<file path="src/rtl/sram_seq_ctrl.sv">
// sram_seq_ctrl: one-at-a-time read/write sequencer for an asynchronous 16-bit SRAM.
// Generates setup / strobe / hold / turnaround timing in whole clk cycles.
// Optional feature macro: SRAM_AUTO_DESELECT_EN. When defined, the chip is deselected
// (ce_n=1, ce2=0) in IDLE and in reset. When undefined, the chip stays selected.
// Every output is registered. Each output's next value is decoded from the next state,
// so a registered output always matches the state it belongs to.
module sram_seq_ctrl #(
    parameter int unsigned ADDR_W      = 22,
    parameter int unsigned DATA_W      = 16,
    parameter int unsigned WR_CYCLES   = 2,
    parameter int unsigned RD_CYCLES   = 2,
    parameter int unsigned TURN_CYCLES = 1
) (
    input  logic              clk,
    input  logic              rst,
    input  logic              req_valid,
    output logic              req_ready,
    input  logic              req_wr,
    input  logic [ADDR_W-1:0] req_addr,
    input  logic [DATA_W-1:0] req_wdata,
    input  logic [1:0]        req_be,
    output logic              rsp_valid,
    output logic [DATA_W-1:0] rsp_rdata,
    output logic [ADDR_W-1:0] sram_addr,
    output logic [DATA_W-1:0] sram_dq_o,
    output logic              sram_dq_oe,
    input  logic [DATA_W-1:0] sram_dq_i,
    output logic              sram_ce_n,
    output logic              sram_ce2,
    output logic              sram_oe_n,
    output logic              sram_we_n,
    output logic              sram_lb_n,
    output logic              sram_ub_n
);

    // Reject out-of-range timing parameters at elaboration.
    if (WR_CYCLES < 1 || WR_CYCLES > 15) begin : g_chk_wr
        $error("sram_seq_ctrl: WR_CYCLES must be in 1..15");
    end
    if (RD_CYCLES < 1 || RD_CYCLES > 15) begin : g_chk_rd
        $error("sram_seq_ctrl: RD_CYCLES must be in 1..15");
    end
    if (TURN_CYCLES > 15) begin : g_chk_turn
        $error("sram_seq_ctrl: TURN_CYCLES must be in 0..15");
    end

    // Counter preload values. The counter counts down to zero, so a phase that lasts N
    // cycles loads N-1.
    localparam logic [3:0] WrLoad   = 4'(WR_CYCLES - 1);
    localparam logic [3:0] RdLoad   = 4'(RD_CYCLES - 1);
    localparam logic [3:0] TurnLoad = 4'(TURN_CYCLES - 1);

    typedef enum logic [2:0] {
        StIdle,
        StWrSetup,
        StWrPulse,
        StWrHold,
        StRdPulse,
        StRdTurn
    } state_e;

    state_e     state_q, state_d;
    logic [3:0] cnt_q, cnt_d;
    logic       accept;
    logic       capture;
    logic       rsp_valid_d;
    logic       ready_d;
    logic       we_n_d;
    logic       oe_n_d;
    logic       dq_oe_d;

    assign accept = req_valid & req_ready;

    // Next-state, phase counter and read-capture decode.
    always_comb begin
        state_d     = state_q;
        cnt_d       = cnt_q;
        rsp_valid_d = 1'b0;
        capture     = 1'b0;
        unique case (state_q)
            StIdle: begin
                if (accept) begin
                    if (req_wr) begin
                        state_d = StWrSetup;
                    end else begin
                        state_d = StRdPulse;
                        cnt_d   = RdLoad;
                    end
                end
            end
            StWrSetup: begin
                state_d = StWrPulse;
                cnt_d   = WrLoad;
            end
            StWrPulse: begin
                if (cnt_q == 4'd0) begin
                    state_d     = StWrHold;
                    rsp_valid_d = 1'b1;
                end else begin
                    cnt_d = cnt_q - 4'd1;
                end
            end
            StWrHold: begin
                state_d = StIdle;
            end
            StRdPulse: begin
                if (cnt_q == 4'd0) begin
                    capture     = 1'b1;
                    rsp_valid_d = 1'b1;
                    if (TURN_CYCLES == 0) begin
                        state_d = StIdle;
                    end else begin
                        state_d = StRdTurn;
                        cnt_d   = TurnLoad;
                    end
                end else begin
                    cnt_d = cnt_q - 4'd1;
                end
            end
            StRdTurn: begin
                if (cnt_q == 4'd0) begin
                    state_d = StIdle;
                end else begin
                    cnt_d = cnt_q - 4'd1;
                end
            end
            default: begin
                state_d = StIdle;
            end
        endcase
    end

    // Strobe decode from the next state. WE and OE are never active together, and
    // DQ is driven only in write states.
    always_comb begin
        ready_d = (state_d == StIdle);
        we_n_d  = (state_d != StWrPulse);
        oe_n_d  = (state_d != StRdPulse);
        dq_oe_d = (state_d == StWrSetup) || (state_d == StWrPulse) || (state_d == StWrHold);
    end

    // Control state and strobe registers.
    always_ff @(posedge clk) begin
        if (rst) begin
            state_q    <= StIdle;
            cnt_q      <= 4'd0;
            req_ready  <= 1'b0;
            rsp_valid  <= 1'b0;
            sram_we_n  <= 1'b1;
            sram_oe_n  <= 1'b1;
            sram_dq_oe <= 1'b0;
        end else begin
            state_q    <= state_d;
            cnt_q      <= cnt_d;
            req_ready  <= ready_d;
            rsp_valid  <= rsp_valid_d;
            sram_we_n  <= we_n_d;
            sram_oe_n  <= oe_n_d;
            sram_dq_oe <= dq_oe_d;
        end
    end

    // Command latch on accept. The read data is captured on the edge that ends the OE pulse.
    always_ff @(posedge clk) begin
        if (rst) begin
            sram_addr <= '0;
            sram_dq_o <= '0;
            sram_lb_n <= 1'b1;
            sram_ub_n <= 1'b1;
            rsp_rdata <= '0;
        end else begin
            if (accept) begin
                sram_addr <= req_addr;
                sram_dq_o <= req_wdata;
                // Reads always fetch both bytes.
                sram_lb_n <= req_wr ? ~req_be[0] : 1'b0;
                sram_ub_n <= req_wr ? ~req_be[1] : 1'b0;
            end
            if (capture) begin
                rsp_rdata <= sram_dq_i;
            end
        end
    end

`ifdef SRAM_AUTO_DESELECT_EN
    // The chip is selected only while a command is in flight.
    always_ff @(posedge clk) begin
        if (rst) begin
            sram_ce_n <= 1'b1;
            sram_ce2  <= 1'b0;
        end else begin
            sram_ce_n <= (state_d == StIdle);
            sram_ce2  <= (state_d != StIdle);
        end
    end
`else
    // The chip is permanently selected, including during reset.
    always_ff @(posedge clk) begin
        sram_ce_n <= 1'b0;
        sram_ce2  <= 1'b1;
    end
`endif

endmodule

</file>
<file path="config.mk">
export PLATFORM = sky130hd
export DESIGN_NAME = sram_seq_ctrl
export DESIGN_NICKNAME = d
export VERILOG_FILES = /design/src/rtl/sram_seq_ctrl.sv
export SDC_FILE = /design/constraint.sdc
export NUM_CORES = 1
export LEC_CHECK = 0
export CORE_UTILIZATION = 44
export DETAILED_ROUTE_END_ITERATION = 8
export PLACE_DENSITY = 0.85
export RECOVER_POWER = 50
export SETUP_SLACK_MARGIN = 0.05
export SLEW_MARGIN = 25
export SYNTH_ARGS = -nofsm -noshare
export SYNTH_HDL_FRONTEND = slang
export SYNTH_SLANG_ARGS = --single-unit
export TNS_END_PERCENT = 50
</file>
<file path="constraint.sdc">
create_clock -name clk -period 3.3 [get_ports clk]
set_input_delay 0.495 -clock clk [delete_from_list [all_inputs] [get_ports clk]]
set_output_delay 0.495 -clock clk [all_outputs]
set_load 0.02 [all_outputs]
</file>
# Yosys cells after proc, flatten, opt, wreduce, memory -nomap -nowiden
# Index checks and enable logic that the tools add are counted.
# totals
regBits,68
output_inout_bits,63
# classes
addsub,1
n_eq_ne,12
mux,15
n_bitwise,4
reduce_logical,10
# ops
op,n
$mux 4,4
$pmux 4 s4,1
$mux 3,5
$pmux 3 s5,1
$eq 3x2->1 const B,3
$eq 3x1->1 const B,2
$eq 3x3->1 const B,2
$logic_not 3->1,2
$ne 2x2->1 const B,3
$reduce_or 2->1,3
$logic_not 4->1,1
$mux 1,4
$reduce_and 4->1,1
$reduce_bool 4->1,1
$sub 4x1->4 const B,1
$ne 3x2->1 const B,1
$ne 3x3->1 const B,1
$not 1->1,3
$logic_or 1x1->1,2
$and 1x1->1,1

# Depth between registers and ports, before layout
# Gate-level depths: netlist (run 1).
# logic_depth
ltp_word,6
mapped_depth,7
depth_no_buf,6

# Worst setup path after synthesis (run 1)
# No wires, ideal clock.
# synth_timing
path_kind,reg-to-reg
from,register cnt_q[0]
to,register cnt_q[2]
setup_ns,0.117
t_arrival_ns,1.606
required_ns,3.183
slack_ns,1.577
stages_incl_launch_ff,6
n_path_buf,0
synth_period_minus_slack_ns,1.723
cell_sequence,dfxtp_1 -> inv_1 -> ha_1 -> or4b_4 -> a311o_1 -> a32o_1
# synth_between
elab_chain_len,3
word_cells_on_any_way,7
cone_classes,add/sub (1); eq/ne (1); mux (3); reduce/logical (2)
# synth_rtl
item,line_no,source
start: declaration,63,"logic [3:0] cnt_q, cnt_d;"
start signal: assignment,154,cnt_q <= cnt_d;
$sub 4x1->4 or $logic_not 4->1 (tied branches),n/a,
"$mux 4, or another cell as far along","96, 121",
$pmux 4 s4 or $reduce_and 4->1 (tied branches),n/a,
# Several ways; a longest one is shown, not always the timed one. The select of a mux whose other input is x is not followed.
# A chain may end at the register's enable or synchronous reset.

==> flow_summary.yaml, run 1 <==
outcome:
  outcome: "finished with violations"
  violations: "capacitance limit, slew limit"
sta:
  period_needed_ps: 2340
  timing.fmax_ghz: 0.428
  report.final.slew_viol_count: 50
  setup_violations: 0
  rsz0062_at_grt: "false"
  relSlewSlack_pct: -38.9
  setup-tns-final_ps: 0
  hold_ws_ps: 452
  finClkSkew_ps: 10.8
  setup_ws_ps: 964
  period_share_pct: 70.8
  finalHoldViolCount: 0
  worstMarginPinSlew_ps: 2080
place:
  dp_hpwl_um: 4820
  dpl_worst_slack_ps: 1260
  gp_congestion: 0.843
  io_buffers: 120
  placed_area_um2: 3860
  dp_cells: 498
routing:
  avgRoutedWirePerCell_um: 13.5
  postRouteWirelength_um: 6950
  antenna_left: 0
  vias: 2653
  drcViolationCount: 0
  viasPerCell: 5.16
  drt_iter0_drc: 94
  drtPass1Iterations: 4
power:
  p_int_mw: 1.63
  sequentialPowerShare_pct: 41.1
  ir_drop_mv: 0.322
  clkPwrFrac_pct: 30.8
  switching_power_mw: 0.709
  switching_share_pct: 30.3
  combPwrFrac_pct: 28.1
  p_per_area_nw_per_um2: 575
  finalPower_mw: 2.34
  leakage_nw: 1.50
cells_and_area:
  drive_gt1_share_pct: 6.11
  multi_input_area_um2: 1150
  syn_to_final_growth_pct: 54.1
  seqCellArea_um2: 1360
  layoutNonFillerInstCount: 514
  n_fill_cell: 449
  design_area_um2: 4070
  final_cell_mix: "99 x clkdlybuf4s50_1, 97 x nand2_1, 68 x dfxtp_1"
  diodes: 0
  final_common_cell: "clkdlybuf4s50_1"
  fin_util_pct: 72.1
  fin_nets: 499
worst_setup_path:
  endpoint_kind: "flip-flop"
  path_max_fanout: 49
  cp_slowest_cell: "clkbuf_1"
  cpPeakStageDelay_ps: 1460
  cp.required_ps: 3520
  path_cells: "clkbuf_1 > nor3_1 > a211o_2"
  cp_data_arrival_time_ps: 2550
  criticalPathCategory: "in2reg"
  start_kind: "input pin"
synth:
  synth-seq-cells: 68
  yosys-top-cells-area: "dfxtp_1 52%, nand2_1 14%, a21oi_1 11%, nand3_1 3.2%, clkbuf_1 3.0%"
  synth_edf_count: 0
  yosys.area.top_type: "dfxtp_1"
  yosysWarnings: 0
  synth_flop_cell: "dfxtp_1"
  synth_area_um2: 2640
  syn_nets: 388
  syn_inst: 326
  netlist.area_leader.share_pct: 51.6
  async_reset_ff_share_pct: 0
  synth_cell_types: 40
  ys_seq_area_share_pct: 51.6
  avgSynthCellArea_um2: 8.09
cts:
  cts_resized: 0
  clock_path_buffers: 2
  cts-root-buf: "clkbuf_8"
  postCtsHoldBufs: 0
  cts_sinks: 68
  cts_setup_buffers: 0
  clkTransAtPathRegs_ps: 70
  cts_buffers: 9
  clk_latency_ps: 330
  cts_tree: "yes"
  htree_levels: 3
flow_run:
  cap_violations: 1
die:
  coreArea_um2: 5640
  fp.dieH_um: 79.4
  die_w_um: 79.4
  start_util_pct: 46.8
  dieArea_um2: 6310
  rows: 27
  io_pins: 123
grt:
  grt_pass1_vias: 2562
  grt.overflow.total: 0
  grt_max_degree: 50
  grt_usage_pct: 22.5
  grt_pass1_wl_um: 11000
  antenna_found_initial: 0
worst_hold_path:
  hold_path.class: "reg2reg"
## final cells by class
type | count | area share (%)
timing repair buffer | 125 | 30.3
multi-input combinational | 227 | 28.3
clock inverter | 4 | 1.81
tap | 72 | 2.21
clock buffer | 12 | 3.32
inverter | 6 | 0.554
sequential | 68 | 33.5
## sequential cells by signal (all words and copies together), names as in the netlist
signal      cells
state_q         3
rsp_valid       1
cnt_q           4
rsp_rdata      16
sram_dq_oe      1
sram_oe_n       1
sram_dq_o      16
sram_we_n       1
sram_ub_n       1
sram_lb_n       1
sram_addr      22
req_ready       1
## path summary, 6_finish.rpt
path                                  start                         to  slack [ps]  cells past startpoint
setup / recovery                        rst      cnt_q[3]$_SDFFE_PP0P_         960                      3
hold / removal    rsp_rdata[0]$_SDFFE_PP0P_  rsp_rdata[0]$_SDFFE_PP0P_         450                      2
setup reg to reg      state_q[2]$_SDFF_PP0_  rsp_rdata[4]$_SDFFE_PP0P_        1190                      5
hold reg to reg   rsp_rdata[0]$_SDFFE_PP0P_  rsp_rdata[0]$_SDFFE_PP0P_         450                      2
## routing by layer
metal  part of all wire [%]  global-route usage (%)  routed length [um]  vias to the layer above
met5                      0                       0                   0                        -
met4                   0.35                    9.45                  24                        0
met3                    8.9                    8.00                 617                        4
met2                     51                    39.8                3560                      121
met1                     39                    24.1                2750                     1206
li1                       -                       -                   -                     1322
## cell usage after synthesis (2+ instances only)
master and number:
inv_1 6, conb_1 2, a211o_1 2, clkbuf_1 21
buf_4 2, dfxtp_1 68, nand3_1 17, nand2b_1 2
nor2_1 5, nor3_1 7, nand2_1 97, ha_1 2
o21ai_0 4, a21boi_0 2, nor3b_1 3, a21oi_1 60
o211ai_1 3
## power by group through the flow
stage               Sequential, mW  Clock (mW)  Combinational, mW
finish                       0.962       0.720              0.657
floorplan                     1.04           0              0.314
global route                 0.972       0.775              0.713
CTS                          0.962       0.738              0.665
global placement             0.975           0              0.649
detailed placement           0.979           0              0.660
## logic make-up after synthesis
group	share of synthesized area, %
compound gates	18.0
xor+xnor	0.332
fa+ha+maj	0.948
buf+inv	4.74
flops	51.6
mux	0.427
other cells	0.285
simple gates	23.7
## critical path: cells and delay by family
kind / cells / cell delay, ps
buffers and inverters: 1 / 1460
and+or+nand+nor: 1 / 190
AOI/OAI and AO/OA: 1 / 390
No activity file was read; power rests on OpenSTA's default activity.
==> run 2: changes to the inputs <==
Settings changed: CORE_UTILIZATION 44 to 37, PLACE_DENSITY 0.85 to 0.76.
Clock period 3.3 ns to 2.1 ns, I/O delays scaled along.
==> flow_summary.yaml, run 2 (synthesis gave the netlist of run 1 again) <==
place:
  io_buffers: 120
  dp_hpwl_um: 4910
  gp_congestion: 0.916
cts:
  cts_buffers: 9
  clk_latency_ps: 330
  cts_resized: 0
  postCtsHoldBufs: 0
  cts_sinks: 68
  htree_levels: 3
  clock_path_buffers: 2
  cts_setup_buffers: 0
  cts_tree: "yes"
  cts-root-buf: "clkbuf_8"
  clkTransAtPathRegs_ps: 70
die:
  io_pins: 123
  die_w_um: 86.5
  fp.dieH_um: 86.5
  rows: 30
  dieArea_um2: 7470
  start_util_pct: 38.6
  coreArea_um2: 6830
worst_hold_path:
  hold_path.class: "reg2reg"
worst_setup_path:
  endpoint_kind: "flip-flop"
  cp_num_buf_inv: 1
  path_max_fanout: 4
  start_kind: "flip-flop"
  cp_top_family: "simple AND/OR/NAND/NOR gates"
  cpPeakStageDelay_ps: 550
  cp_data_arrival_time_ps: 2180
  criticalPathCategory: "reg2reg"
  path_cells: "inv_1 > ha_1 > or4b_1 > a21oi_1 > nor3_1 > a211o_2"
  cp_slowest_cell: "or4b_1"
  cp.required_ps: 2320
sta:
  finClkSkew_ps: 5.10
  setup-tns-final_ps: 0
  rsz0062_at_grt: "false"
  hold_ws_ps: 452
  relSlewSlack_pct: 46.1
  setup_violations: 0
  finalHoldViolCount: 0
  period_needed_ps: 1960
  period_share_pct: 93.5
  worstMarginPinSlew_ps: 808
  timing.fmax_ghz: 0.509
  report.final.slew_viol_count: 0
routing:
  drt-met1-wl_um: 2980
  drtPass1Iterations: 5
  wl_met3_um: 638
  viasPerCell: 4.92
  route.met2.wl_um: 3280
  drcViolationCount: 0
  vias: 2660
  postRouteWirelength_um: 6950
  drt_iter0_drc: 131
  avgRoutedWirePerCell_um: 12.8
  maxUsedRoutingLayer: "met4"
  antenna_left: 0
grt:
  grt_usage_pct: 19.5
  antenna_found_initial: 0
  grt_pass1_vias: 2484
  grt_max_degree: 43
  grt.overflow.total: 0
  grt_pass1_wl_um: 11400
cells_and_area:
  syn_to_final_growth_pct: 55.8
  fin_nets: 503
  fin_util_pct: 60.2
  drive_gt1_share_pct: 7.42
  final_common_cell: "clkdlybuf4s50_1"
  regMostFlops: "sram_addr"
  largest_registers: "sram_addr: 22 flops, rsp_rdata: 16 flops, sram_dq_o: 16 flops"
  diodes: 0
  largest_reg_flops: 22
  final_cell_mix: "99 x clkdlybuf4s50_1, 97 x nand2_1, 68 x dfxtp_1"
outcome:
  outcome: "completed"
flow_run:
  cap_violations: 0
power:
  finalPower_mw: 3.59
  ir_drop_mv: 0.606
  p_per_area_nw_per_um2: 872
  leakage_nw: 1.52
run 2: changes by cell type in the layout (fill, tap and decap cells not counted), sizes merged:
cell | previous run | this run
clkinvlp | 0 | 1
buf | 5 | 9
bufinv | 2 | 1
clkbuf | 13 | 11
clkinv | 2 | 3
run 2: power breakdown:
part,switching [mW],internal (mW),leakage [nW]
clock network,0.467,0.568,0.0979
registers,0.0813,1.41,0.553
logic,0.571,0.485,0.867
total,1.12,2.47,1.52
run 2: area by class of cell:
cell class              instances  area, um2
fillers                       625       2720
flip-flops and latches         68       1360
repair buffers                129       1260
multi-input cells             227       1150
clock buffers                  10        138
well taps                      96        120
clock inverters                 5       52.6
inverters                       6       22.5
run 2: layer usage:
layer	up-vias	global-route usage (%)
met5	-	0
met4	0	6.52
met3	4	8.10
met2	117	31.5
met1	1208	23.5
li1	1331	-
run 2: per-stage QoR:
| step | instances | instance area [um2] | setup slack (ps) |
|---|---|---|---|
| after floorplan | 326 | 2640 | 377 |
| after global placement | 526 | 3920 | 285 |
| after detailed placement | 526 | 3920 | 238 |
| after CTS | 541 | 4110 | 203 |
| after global routing | 541 | 4110 | 76.0 |
| final | 541 | 4110 | 137 |
run 2: final timing paths:
check                             from                   endpoint  slack [ps]  cells past startpoint
max              cnt_q[0]$_SDFFE_PP0P_      cnt_q[3]$_SDFFE_PP0P_         140                      6
min          rsp_rdata[1]$_SDFFE_PP0P_  rsp_rdata[1]$_SDFFE_PP0P_         450                      2
max reg2reg      cnt_q[0]$_SDFFE_PP0P_      cnt_q[3]$_SDFFE_PP0P_         140                      6
min reg2reg  rsp_rdata[1]$_SDFFE_PP0P_  rsp_rdata[1]$_SDFFE_PP0P_         450                      2
run 2: worst register-to-register path: stages (launching register included):
cell     delay, ps
dfxtp_1        340
inv_1          110
ha_1           210
or4b_1         550
a21oi_1        250
nor3_1          80
a211o_2        310
==> run 3: changes to the inputs <==
Settings changed: CORE_UTILIZATION 37 to 41, CTS_CLUSTER_DIAMETER set to 150, PLACE_DENSITY 0.76 to 0.8, RECOVER_POWER 50 to 25.
Clock period 2.1 ns to 1.9 ns, I/O delays scaled along.
==> flow_summary.yaml, run 3 (synthesis gave the netlist of run 1 again) <==
outcome:
  outcome: "completed"
power:
  p_int_mw: 2.77
  switching_share_pct: 31.1
  ir_drop_mv: 0.562
  leakage_nw: 1.47
  combPwrFrac_pct: 30.1
  finalPower_mw: 4.02
  p_per_area_nw_per_um2: 979
  clkPwrFrac_pct: 28.9
  sequentialPowerShare_pct: 41.0
  switching_power_mw: 1.25
grt:
  grt_max_degree: 43
  grt_pass1_wl_um: 10900
  grt_pass1_vias: 2517
  grt.overflow.total: 0
  antenna_found_initial: 0
  grt_usage_pct: 21.5
cts:
  clk_latency_ps: 330
  cts_tree: "yes"
  cts_buffers: 9
  clock_path_buffers: 2
  cts-root-buf: "clkbuf_8"
  cts_setup_buffers: 0
  htree_levels: 3
  postCtsHoldBufs: 0
  cts_sinks: 68
  clkTransAtPathRegs_ps: 70
sta:
  setup_violations: 0
  hold_ws_ps: 452
  timing.fmax_ghz: 0.557
  period_needed_ps: 1800
  period_share_pct: 94.5
  finClkSkew_ps: 8.25
  rsz0062_at_grt: "false"
  setup_ws_ps: 104
  report.final.slew_viol_count: 0
  worstMarginPinSlew_ps: 810
  relSlewSlack_pct: 46.0
  setup-tns-final_ps: 0
  finalHoldViolCount: 0
routing:
  antenna_left: 0
  drt_iter0_drc: 131
  viasPerCell: 5.09
  drtPass1Iterations: 4
  avgRoutedWirePerCell_um: 13.5
  drcViolationCount: 0
  postRouteWirelength_um: 7040
  vias: 2656
cells_and_area:
  n_fill_cell: 480
  drive_gt1_share_pct: 8.28
  largest_reg_flops: 22
  fin_nets: 504
  syn_to_final_growth_pct: 55.8
  diodes: 0
  regMostFlops: "sram_addr"
  largest_registers: "sram_addr: 22 flops, rsp_rdata: 16 flops, sram_dq_o: 16 flops"
  final_common_cell: "clkdlybuf4s50_1"
  final_cell_mix: "119 x clkdlybuf4s50_1, 97 x nand2_1, 68 x dfxtp_1"
worst_setup_path:
  cp_data_arrival_time_ps: 2020
  path_max_fanout: 4
  start_kind: "flip-flop"
  criticalPathCategory: "reg2reg"
  endpoint_kind: "flip-flop"
  cp.required_ps: 2130
place:
  io_buffers: 120
  dpl_worst_slack_ps: 22.5
  dp_hpwl_um: 5020
  gp_congestion: 0.866
worst_hold_path:
  hold_path.class: "in2reg"
die:
  dieArea_um2: 6760
  coreArea_um2: 6060
  rows: 28
  start_util_pct: 43.5
  fp.dieH_um: 82.2
  io_pins: 123
  die_w_um: 82.2
flow_run:
  cap_violations: 0
==> run 3: cell type report <==
cell class	instances	area [um2]	area share, %
repair buffers	130	1260	30.8
flip-flops and latches	68	1360	33.1
well taps	75	93.8	2.28
inverters	6	22.5	0.548
multi-input cells	227	1170	28.6
clock buffers	12	145	3.53
clock inverters	4	48.8	1.19
==> run 3: routing by layer <==
layer	track usage (%)	share of wire (%)	routed length [um]
met1	23.3	41	2850
met3	9.34	10	703
met2	36.0	47	3340
met4	9.65	2.0	138
met5	0	0	0
==> run 3: per-stage QoR <==
step	instances	instance area, um2	util, %
3_3_place_gp	506	3900	64.4
6_report	522	4110	67.8
3_5_place_dp	506	3900	64.4
4_1_cts	522	4100	67.6
2_1_floorplan	326	2640	-
5_1_grt	522	4110	67.8
==> run 3: worst max-delay path: stages (launching register included) <==
cell	delay, ps
dfxtp_1	340
inv_2	110
ha_4	150
or4b_4	500
a311o_1	370
a32o_1	240
==> run 3: path summary, 6_finish.rpt <==
kind / start / end / slack (ps) / cells past startpoint
hold reg to reg: sram_addr[1]$_SDFFE_PP0P_ / sram_addr[1]$_SDFFE_PP0P_ / 450 / 2
hold / removal: rst / rsp_rdata[15]$_SDFFE_PP0P_ / 450 / 2
setup / recovery: cnt_q[0]$_SDFFE_PP0P_ / cnt_q[2]$_SDFFE_PP0P_ / 100 / 5
setup reg to reg: cnt_q[0]$_SDFFE_PP0P_ / cnt_q[2]$_SDFFE_PP0P_ / 100 / 5
==> run 3: power groups by stage <==
stage	combinational [mW]	sequential (mW)	clock [mW]
after global routing	1.32	1.66	1.26
after detailed placement	1.19	1.68	0
final	1.21	1.65	1.16
after CTS	1.20	1.64	1.20
after floorplan	0.545	1.81	0
after global placement	1.17	1.67	0
==> run 3: timing repair <==
action | 4_1_cts | 5_1_grt
cloned | 0 | 0
gates resized for setup | 1 | 5
setup endpoints to repair | 1 | 3
